==> src/rtl/dma_channel_chunk_scheduler.sv <==
// Holds per-channel DMA descriptors and turns each arbiter grant into one command of at most MAX_CHUNK bytes.
// Latency: cmd_valid one cycle after grant, arb_ack one cycle after the engine completion.
// Backpressure: the command holds stable until cmd_ready; only one command is outstanding at a time.
module dma_channel_chunk_scheduler #(
  parameter int NUM_CHANNELS = 4,
  parameter int ADDR_WIDTH   = 32,
  parameter int CNT_WIDTH    = 23,
  parameter int MAX_CHUNK    = 4096,
  localparam int CW = (NUM_CHANNELS > 1) ? $clog2(NUM_CHANNELS) : 1
) (
  input  logic                               clock,
  input  logic                               reset,
  input  logic [NUM_CHANNELS-1:0]            start,
  input  logic [NUM_CHANNELS*ADDR_WIDTH-1:0] desc_src,
  input  logic [NUM_CHANNELS*ADDR_WIDTH-1:0] desc_dst,
  input  logic [NUM_CHANNELS*CNT_WIDTH-1:0]  desc_bytes,
  output logic [NUM_CHANNELS-1:0]            arb_req,
  input  logic [NUM_CHANNELS-1:0]            arb_grant,
  output logic                               arb_ack,
  output logic                               cmd_valid,
  input  logic                               cmd_ready,
  output logic [CW-1:0]                      cmd_chan,
  output logic [ADDR_WIDTH-1:0]              cmd_src,
  output logic [ADDR_WIDTH-1:0]              cmd_dst,
  output logic [CNT_WIDTH-1:0]               cmd_len,
  output logic                               cmd_last,
  input  logic                               cmp_valid,
  input  logic                               cmp_error,
  output logic [NUM_CHANNELS-1:0]            chan_done,
  output logic [NUM_CHANNELS-1:0]            chan_err
);

  localparam logic [CNT_WIDTH-1:0] MAX_LEN = CNT_WIDTH'(MAX_CHUNK);

  typedef enum logic [1:0] {IDLE, ISSUE, WAIT, ACK} state_t;

  typedef struct packed {
    logic [CW-1:0]         chan;
    logic [ADDR_WIDTH-1:0] src;
    logic [ADDR_WIDTH-1:0] dst;
    logic [CNT_WIDTH-1:0]  len;
    logic                  last;
  } cmd_t;

  state_t state_q, state_d;
  cmd_t   cmd_q;

  logic [ADDR_WIDTH-1:0] src_q [NUM_CHANNELS];
  logic [ADDR_WIDTH-1:0] dst_q [NUM_CHANNELS];
  logic [CNT_WIDTH-1:0]  rem_q [NUM_CHANNELS];

  logic          grant_any;
  logic [CW-1:0] grant_sel;
  logic [CNT_WIDTH-1:0] sel_rem;
  logic          capture;
  logic          complete;
  logic          busy;

  always_comb begin
    grant_sel = '0;
    for (int i = NUM_CHANNELS - 1; i >= 0; i--) begin
      if (arb_grant[i]) grant_sel = CW'(i);
    end
  end

  assign grant_any = |arb_grant;
  assign sel_rem   = rem_q[grant_sel];
  assign capture   = ((state_q == IDLE) || (state_q == ACK)) && grant_any;
  assign complete  = (state_q == WAIT) && cmp_valid;
  assign busy      = (state_q == ISSUE) || (state_q == WAIT);

  always_comb begin
    for (int i = 0; i < NUM_CHANNELS; i++) begin
      arb_req[i] = (rem_q[i] != '0);
    end
  end

  assign arb_ack   = (state_q == ACK);
  assign cmd_valid = (state_q == ISSUE);
  assign cmd_chan  = cmd_q.chan;
  assign cmd_src   = cmd_q.src;
  assign cmd_dst   = cmd_q.dst;
  assign cmd_len   = cmd_q.len;
  assign cmd_last  = cmd_q.last;

  always_comb begin
    state_d = state_q;
    case (state_q)
      IDLE, ACK: begin
        if (grant_any) begin
          // A grant to a channel with nothing left is just acknowledged.
          state_d = (sel_rem != '0) ? ISSUE : ACK;
        end else begin
          state_d = IDLE;
        end
      end
      ISSUE:   if (cmd_ready) state_d = WAIT;
      WAIT:    if (cmp_valid) state_d = ACK;
      default: state_d = IDLE;
    endcase
  end

  always_ff @(posedge clock) begin
    if (reset) begin
      state_q   <= IDLE;
      cmd_q     <= '0;
      chan_done <= '0;
      chan_err  <= '0;
      for (int i = 0; i < NUM_CHANNELS; i++) begin
        src_q[i] <= '0;
        dst_q[i] <= '0;
        rem_q[i] <= '0;
      end
    end else begin
      state_q   <= state_d;
      chan_done <= '0;
      chan_err  <= '0;

      for (int i = 0; i < NUM_CHANNELS; i++) begin
        if (start[i] && (rem_q[i] == '0) && !(busy && (cmd_q.chan == CW'(i)))) begin
          src_q[i] <= desc_src[i*ADDR_WIDTH +: ADDR_WIDTH];
          dst_q[i] <= desc_dst[i*ADDR_WIDTH +: ADDR_WIDTH];
          rem_q[i] <= desc_bytes[i*CNT_WIDTH +: CNT_WIDTH];
          if (desc_bytes[i*CNT_WIDTH +: CNT_WIDTH] == '0) chan_done[i] <= 1'b1;
        end
      end

      if (capture && (sel_rem != '0)) begin
        cmd_q.chan <= grant_sel;
        cmd_q.src  <= src_q[grant_sel];
        cmd_q.dst  <= dst_q[grant_sel];
        cmd_q.len  <= (sel_rem > MAX_LEN) ? MAX_LEN : sel_rem;
        cmd_q.last <= (sel_rem <= MAX_LEN);
      end

      // Status pulses are registered here so they land in the ACK cycle.
      if (complete) begin
        if (cmp_error) begin
          rem_q[cmd_q.chan]    <= '0;
          chan_err[cmd_q.chan] <= 1'b1;
        end else begin
          src_q[cmd_q.chan] <= src_q[cmd_q.chan] + ADDR_WIDTH'(cmd_q.len);
          dst_q[cmd_q.chan] <= dst_q[cmd_q.chan] + ADDR_WIDTH'(cmd_q.len);
          rem_q[cmd_q.chan] <= rem_q[cmd_q.chan] - cmd_q.len;
          if (cmd_q.last) chan_done[cmd_q.chan] <= 1'b1;
        end
      end
    end
  end

endmodule

==> config.mk <==
export PLATFORM = sky130hd
export DESIGN_NAME = dma_channel_chunk_scheduler
export DESIGN_NICKNAME = d
export VERILOG_FILES = /design/src/rtl/dma_channel_chunk_scheduler.sv
export SDC_FILE = /design/constraint.sdc
export NUM_CORES = 1
export LEC_CHECK = 0
export BUFFER_PORTS_ARGS = -buffer_cell sky130_fd_sc_hd__buf_4
export CAP_MARGIN = 20
export CORE_UTILIZATION = 50
export DETAILED_ROUTE_END_ITERATION = 12
export PLACE_DENSITY = 0.73
export SYNTH_ARGS = -nofsm -noshare
export SYNTH_HDL_FRONTEND = slang
export SYNTH_SLANG_ARGS = --single-unit
==> constraint.sdc <==
create_clock -name clock -period 7.05 [get_ports clock]
set_clock_uncertainty 0.15 [all_clocks]
set_input_delay 1.41 -clock clock [delete_from_list [all_inputs] [get_ports clock]]
set_output_delay 1.41 -clock clock [all_outputs]
set_load 0.01 [all_outputs]
==> summary by stage <==
Setup path
The critical path goes through buf_4 -> mux4_2 -> ha_1 -> a211oi_1 -> o21ai_0 -> a221oi_1 -> a22o_1 -> nor4_1 -> o21a_1 -> o211ai_1 -> xor2_1 -> o21ai_0. The critical path crosses 12 cells after its start point. STA classifies the critical path startpoint as a flip-flop. The setup slack of the worst register-to-register path is 1570 ps.

The data arrival time of the worst path is 5640 ps. The kind of critical path is reg -> reg. The maximum single-stage delay on the critical path is 710 ps. The data required time at the worst endpoint is 7210 ps. Along the worst path, the maximum fanout reaches 22. The most frequent cell on the critical path is sky130_fd_sc_hd__o21ai_0. The number of cells on the worst reg-to-reg path is 12. For this design, the slowest cell found on the critical path is sky130_fd_sc_hd__dfxtp_4. The top cell family by delay on the critical path is compound AO/OA/AOI/OAI gates. The buffer and inverter count on the worst path is 1. The worst setup path is captured at a flip-flop.

Clocking
The clock tree from TritonCTS is yes. The hold buffer count at cts is 0. Buffers inserted during clock tree synthesis total 49. CTS built an H-tree with a depth of 2. After clock tree synthesis, the repair step resized 0 gates. The CTS clock-pin slew for the worst setup and hold paths is 60 ps. The CTS sink count is 450. The root buffer selected by CTS is sky130_fd_sc_hd__clkbuf_16. The maximum buffer depth of the clock tree is 3. At the later pin of the worst-skew pair, clock insertion delay measures 610 ps.

Post-CTS timing repair inserted 0 buffers for setup.

Floorplanning
The total area inside the core boundary comes to 0.0517 mm^2. The initialized floorplan defines 83 standard-cell rows. The die is 232 um wide. 465 I/O pins were placed. In this run the vertical extent of the chip is 232 um. The starting density of the core is 51.1%.

The die covers 0.0537 mm^2.

Job
Max-cap violations in this run came to 0.

Pwr
The worst supply voltage drop on vdd is 0.291 mV. The leakage power total is 0.0123 uW. The power density over the cells is 258 mW/mm^2. After layout, the design draws a total of 8300 uW.

Yosys
The synthesized design spends more area on one cell type than any other, namely sky130_fd_sc_hd__edfxtp_1. The netlist area before placement is 0.0264 mm^2. Sequential cells were found to cover 47.3% of the synthesized design area. After synthesis, the cell types taking the most area are sky130_fd_sc_hd__edfxtp_1 (40%), sky130_fd_sc_hd__mux4_2 (13%), sky130_fd_sc_hd__dfxtp_1 (7.7%). Counting flops with a built-in enable in the synthesized netlist gives 348. The synthesized net count is 2900. Counting flops and latches in the post-synthesis netlist gives 450. The synthesized instance count is 2464. A synthesized cell averages 10.7 um^2. The share of the synthesized area in the top cell type is 39.6%. The most used flip-flop cell after synthesis is sky130_fd_sc_hd__edfxtp_1.

The Yosys step of the flow raised 0 warnings. After synthesis, the share of flip-flops with an asynchronous set or reset is 0%. After synthesis, the netlist uses 74 different library cells.

Run status
The run finished with clean final reports.

STA
The number of failing setup endpoints in the final timing report is 0. Static timing analysis puts the maximum clock frequency at 182 MHz. The post-route minimum period is 5480 ps. Setup repair after global routing left no endpoint under its margin. The transition time at the pin with the least slew margin is 1220 ps. The total count of max-transition violations in the final report is 0. Measured against its own limit, the worst slew margin works out to 18.6%.

The number of hold-slack violations in the final timing report was 0. The smallest hold slack is 307 ps. Dividing the final minimum period by the clock period gives 77.8%. The final setup TNS is 0 ps.

Hold path
The path class of the lowest-slack min-delay path is reg -> reg. The worst hold path passes through 2 cells.

GRT
The via count of the first global-routing pass is 23900. The number of antenna violations at the first check in global routing is 4. The global router's overall resource usage is 40.0%. Summed over all layers, the global routing overflow is 0. Entering global routing, the biggest net connects 78 pins.

The first global-routing pass estimated 157000 um of wire.

Routing
The routed wire length is 109000 um. The average via count per standard cell is 6.87. In this run the remaining antenna-violating nets after routing total 0.

The first-pass detailed-route iteration total is 6. The routed via count is 24600. Dividing the detail-routed wire length by the instance count gives 30.6 um. After detailed routing, the number of remaining DRC violations is 0.

In this run, the number of DRC markers left after iteration 0 of detailed routing was 3588.

Cells and area
The final standard cell count with taps included and fillers excluded is 3577. The number of nets in the finished design is 3291. Once layout is complete, the utilization of the core stands at 62.3%. The fraction of layout instances using a drive strength above 1 is 27.7%. From synthesis to final layout, the design area changed by 22.1%.

Placed design
Routability-driven placement finished with a final weighted congestion of 0.992. The cell count after placement is 3484. The count of input and output buffers is 464. The total half-perimeter wirelength after legalization and detailed placement is 77000 um.
==> through the flow <==
step | setup slack, ps | cell area [um^2]
3_3_place_gp | 1790 | 30500
2_1_floorplan | 1880 | 26400
5_1_grt | 1410 | 32200
6_report | 1570 | 32200
4_1_cts | 1770 | 32200
3_5_place_dp | 1700 | 30600
==> worst paths after layout <==
check | start | end
worst max-delay path | flip-flop | dst_q[3][30]
worst min-delay path | cmd_dst[31] | cmd_dst[31]
worst max register to register | flip-flop | dst_q[3][30]
worst min register to register | cmd_dst[31] | cmd_dst[31]
==> cell families after synthesis <==
logic type | Yosys count | share of synthesized area, %
and+or+nand+nor | 842 | 14.7
AOI/OAI and AO/OA | 659 | 15.7
DFF | 450 | 47.3
buffers and inverters | 215 | 3.27
muxes | 153 | 13.0
adders and majority gates | 75 | 3.64
xor gates and xnor gates | 70 | 2.32
==> registers in the layout, summed over array words and instances, names as in the netlist, named ones only <==
register,cells
cmd_dst,32
state_q,2
cmd_len,23
chan_done,4
src_q,128
chan_err,4
cmd_src,32
rem_q,92
cmd_last,1
cmd_chan,2
dst_q,128
==> report_power, final <==
group	total (uW)	leakage (uW)	internal [uW]	switching [uW]
combinational	2410	0.00706	951	1460
clock	2630	0.000794	1500	1130
sequential	3270	0.00443	3050	221
total	8300	0.0123	5500	2810
==> cell usage in the layout (no fill, tap or decap), types with 42 or more instances in the layout <==
| master | netlist | layout |
|---|---|---|
| sky130_fd_sc_hd__a21o_1 | 42 | 42 |
| sky130_fd_sc_hd__a21oi_1 | 145 | 144 |
| sky130_fd_sc_hd__a22o_1 | 75 | 75 |
| sky130_fd_sc_hd__buf_4 | 1 | 506 |
| sky130_fd_sc_hd__clkbuf_16 | 0 | 50 |
| sky130_fd_sc_hd__dfxtp_1 | 102 | 100 |
| sky130_fd_sc_hd__edfxtp_1 | 348 | 348 |
| sky130_fd_sc_hd__ha_1 | 72 | 72 |
| sky130_fd_sc_hd__inv_1 | 45 | 45 |
| sky130_fd_sc_hd__mux4_2 | 152 | 152 |
| sky130_fd_sc_hd__nand2_1 | 353 | 345 |
| sky130_fd_sc_hd__nand3_1 | 216 | 216 |
| sky130_fd_sc_hd__nor2_1 | 77 | 70 |
| sky130_fd_sc_hd__nor4_1 | 47 | 44 |
| sky130_fd_sc_hd__o21ai_0 | 249 | 249 |
==> area by class of cell <==
class | instances | area, um^2
Fill cell | 4186 | 19500
Inverter | 45 | 169
Clock inverter | 27 | 260
Clock buffer | 65 | 1350
Timing Repair Buffer | 510 | 3890
Antenna cell | 1 | 2.50
Tap cell | 680 | 851
Multi-Input combinational cell | 1799 | 13200
Sequential cell | 450 | 12500
==> cells in the mapped netlist, types with 5 or more instances <==
| master | count |
|---|---|
| sky130_fd_sc_hd__o31ai_1 | 6 |
| sky130_fd_sc_hd__dfxtp_1 | 102 |
| sky130_fd_sc_hd__mux4_2 | 152 |
| sky130_fd_sc_hd__inv_1 | 45 |
| sky130_fd_sc_hd__buf_1 | 17 |
| sky130_fd_sc_hd__o221ai_1 | 9 |
| sky130_fd_sc_hd__nor4_1 | 47 |
| sky130_fd_sc_hd__nand2_1 | 353 |
| sky130_fd_sc_hd__a211oi_1 | 19 |
| sky130_fd_sc_hd__o221ai_2 | 7 |
| sky130_fd_sc_hd__clkbuf_1 | 133 |
| sky130_fd_sc_hd__edfxtp_1 | 348 |
| sky130_fd_sc_hd__or2_2 | 8 |
| sky130_fd_sc_hd__ha_1 | 72 |
| sky130_fd_sc_hd__nand3_1 | 216 |
| sky130_fd_sc_hd__buf_2 | 15 |
| sky130_fd_sc_hd__o21a_1 | 9 |
| sky130_fd_sc_hd__o21ai_0 | 249 |
| sky130_fd_sc_hd__nor3_1 | 41 |
| sky130_fd_sc_hd__a21oi_1 | 145 |
| sky130_fd_sc_hd__a31oi_1 | 6 |
| sky130_fd_sc_hd__a22o_1 | 75 |
| sky130_fd_sc_hd__nor2_1 | 77 |
| sky130_fd_sc_hd__a21o_1 | 42 |
| sky130_fd_sc_hd__and2_1 | 11 |
| sky130_fd_sc_hd__o21bai_1 | 9 |
| sky130_fd_sc_hd__nand2b_1 | 33 |
| sky130_fd_sc_hd__o211ai_1 | 5 |
| sky130_fd_sc_hd__and3_1 | 9 |
| sky130_fd_sc_hd__a21oi_2 | 10 |
| sky130_fd_sc_hd__nand4_1 | 17 |
| sky130_fd_sc_hd__o22ai_1 | 24 |
| sky130_fd_sc_hd__xor2_1 | 32 |
| sky130_fd_sc_hd__xnor2_1 | 38 |
| sky130_fd_sc_hd__nand2_2 | 10 |
==> worst min-delay path: stages, from the launching register on <==
cell and delay [ps]:
sky130_fd_sc_hd__dfxtp_1 310, sky130_fd_sc_hd__nand2_1 50, sky130_fd_sc_hd__a21oi_1 50
==> layer usage <==
layer / global-route usage [%] / vias to the layer above / routed length, um
met4: 18.6 / 6 / 5610
met3: 9.54 / 355 / 14500
met2: 59.9 / 1988 / 48200
li1: - / 10300 / -
met1: 54.9 / 12000 / 41100
met5: 0 / - / 42
(Power assumes the default switching activity.)
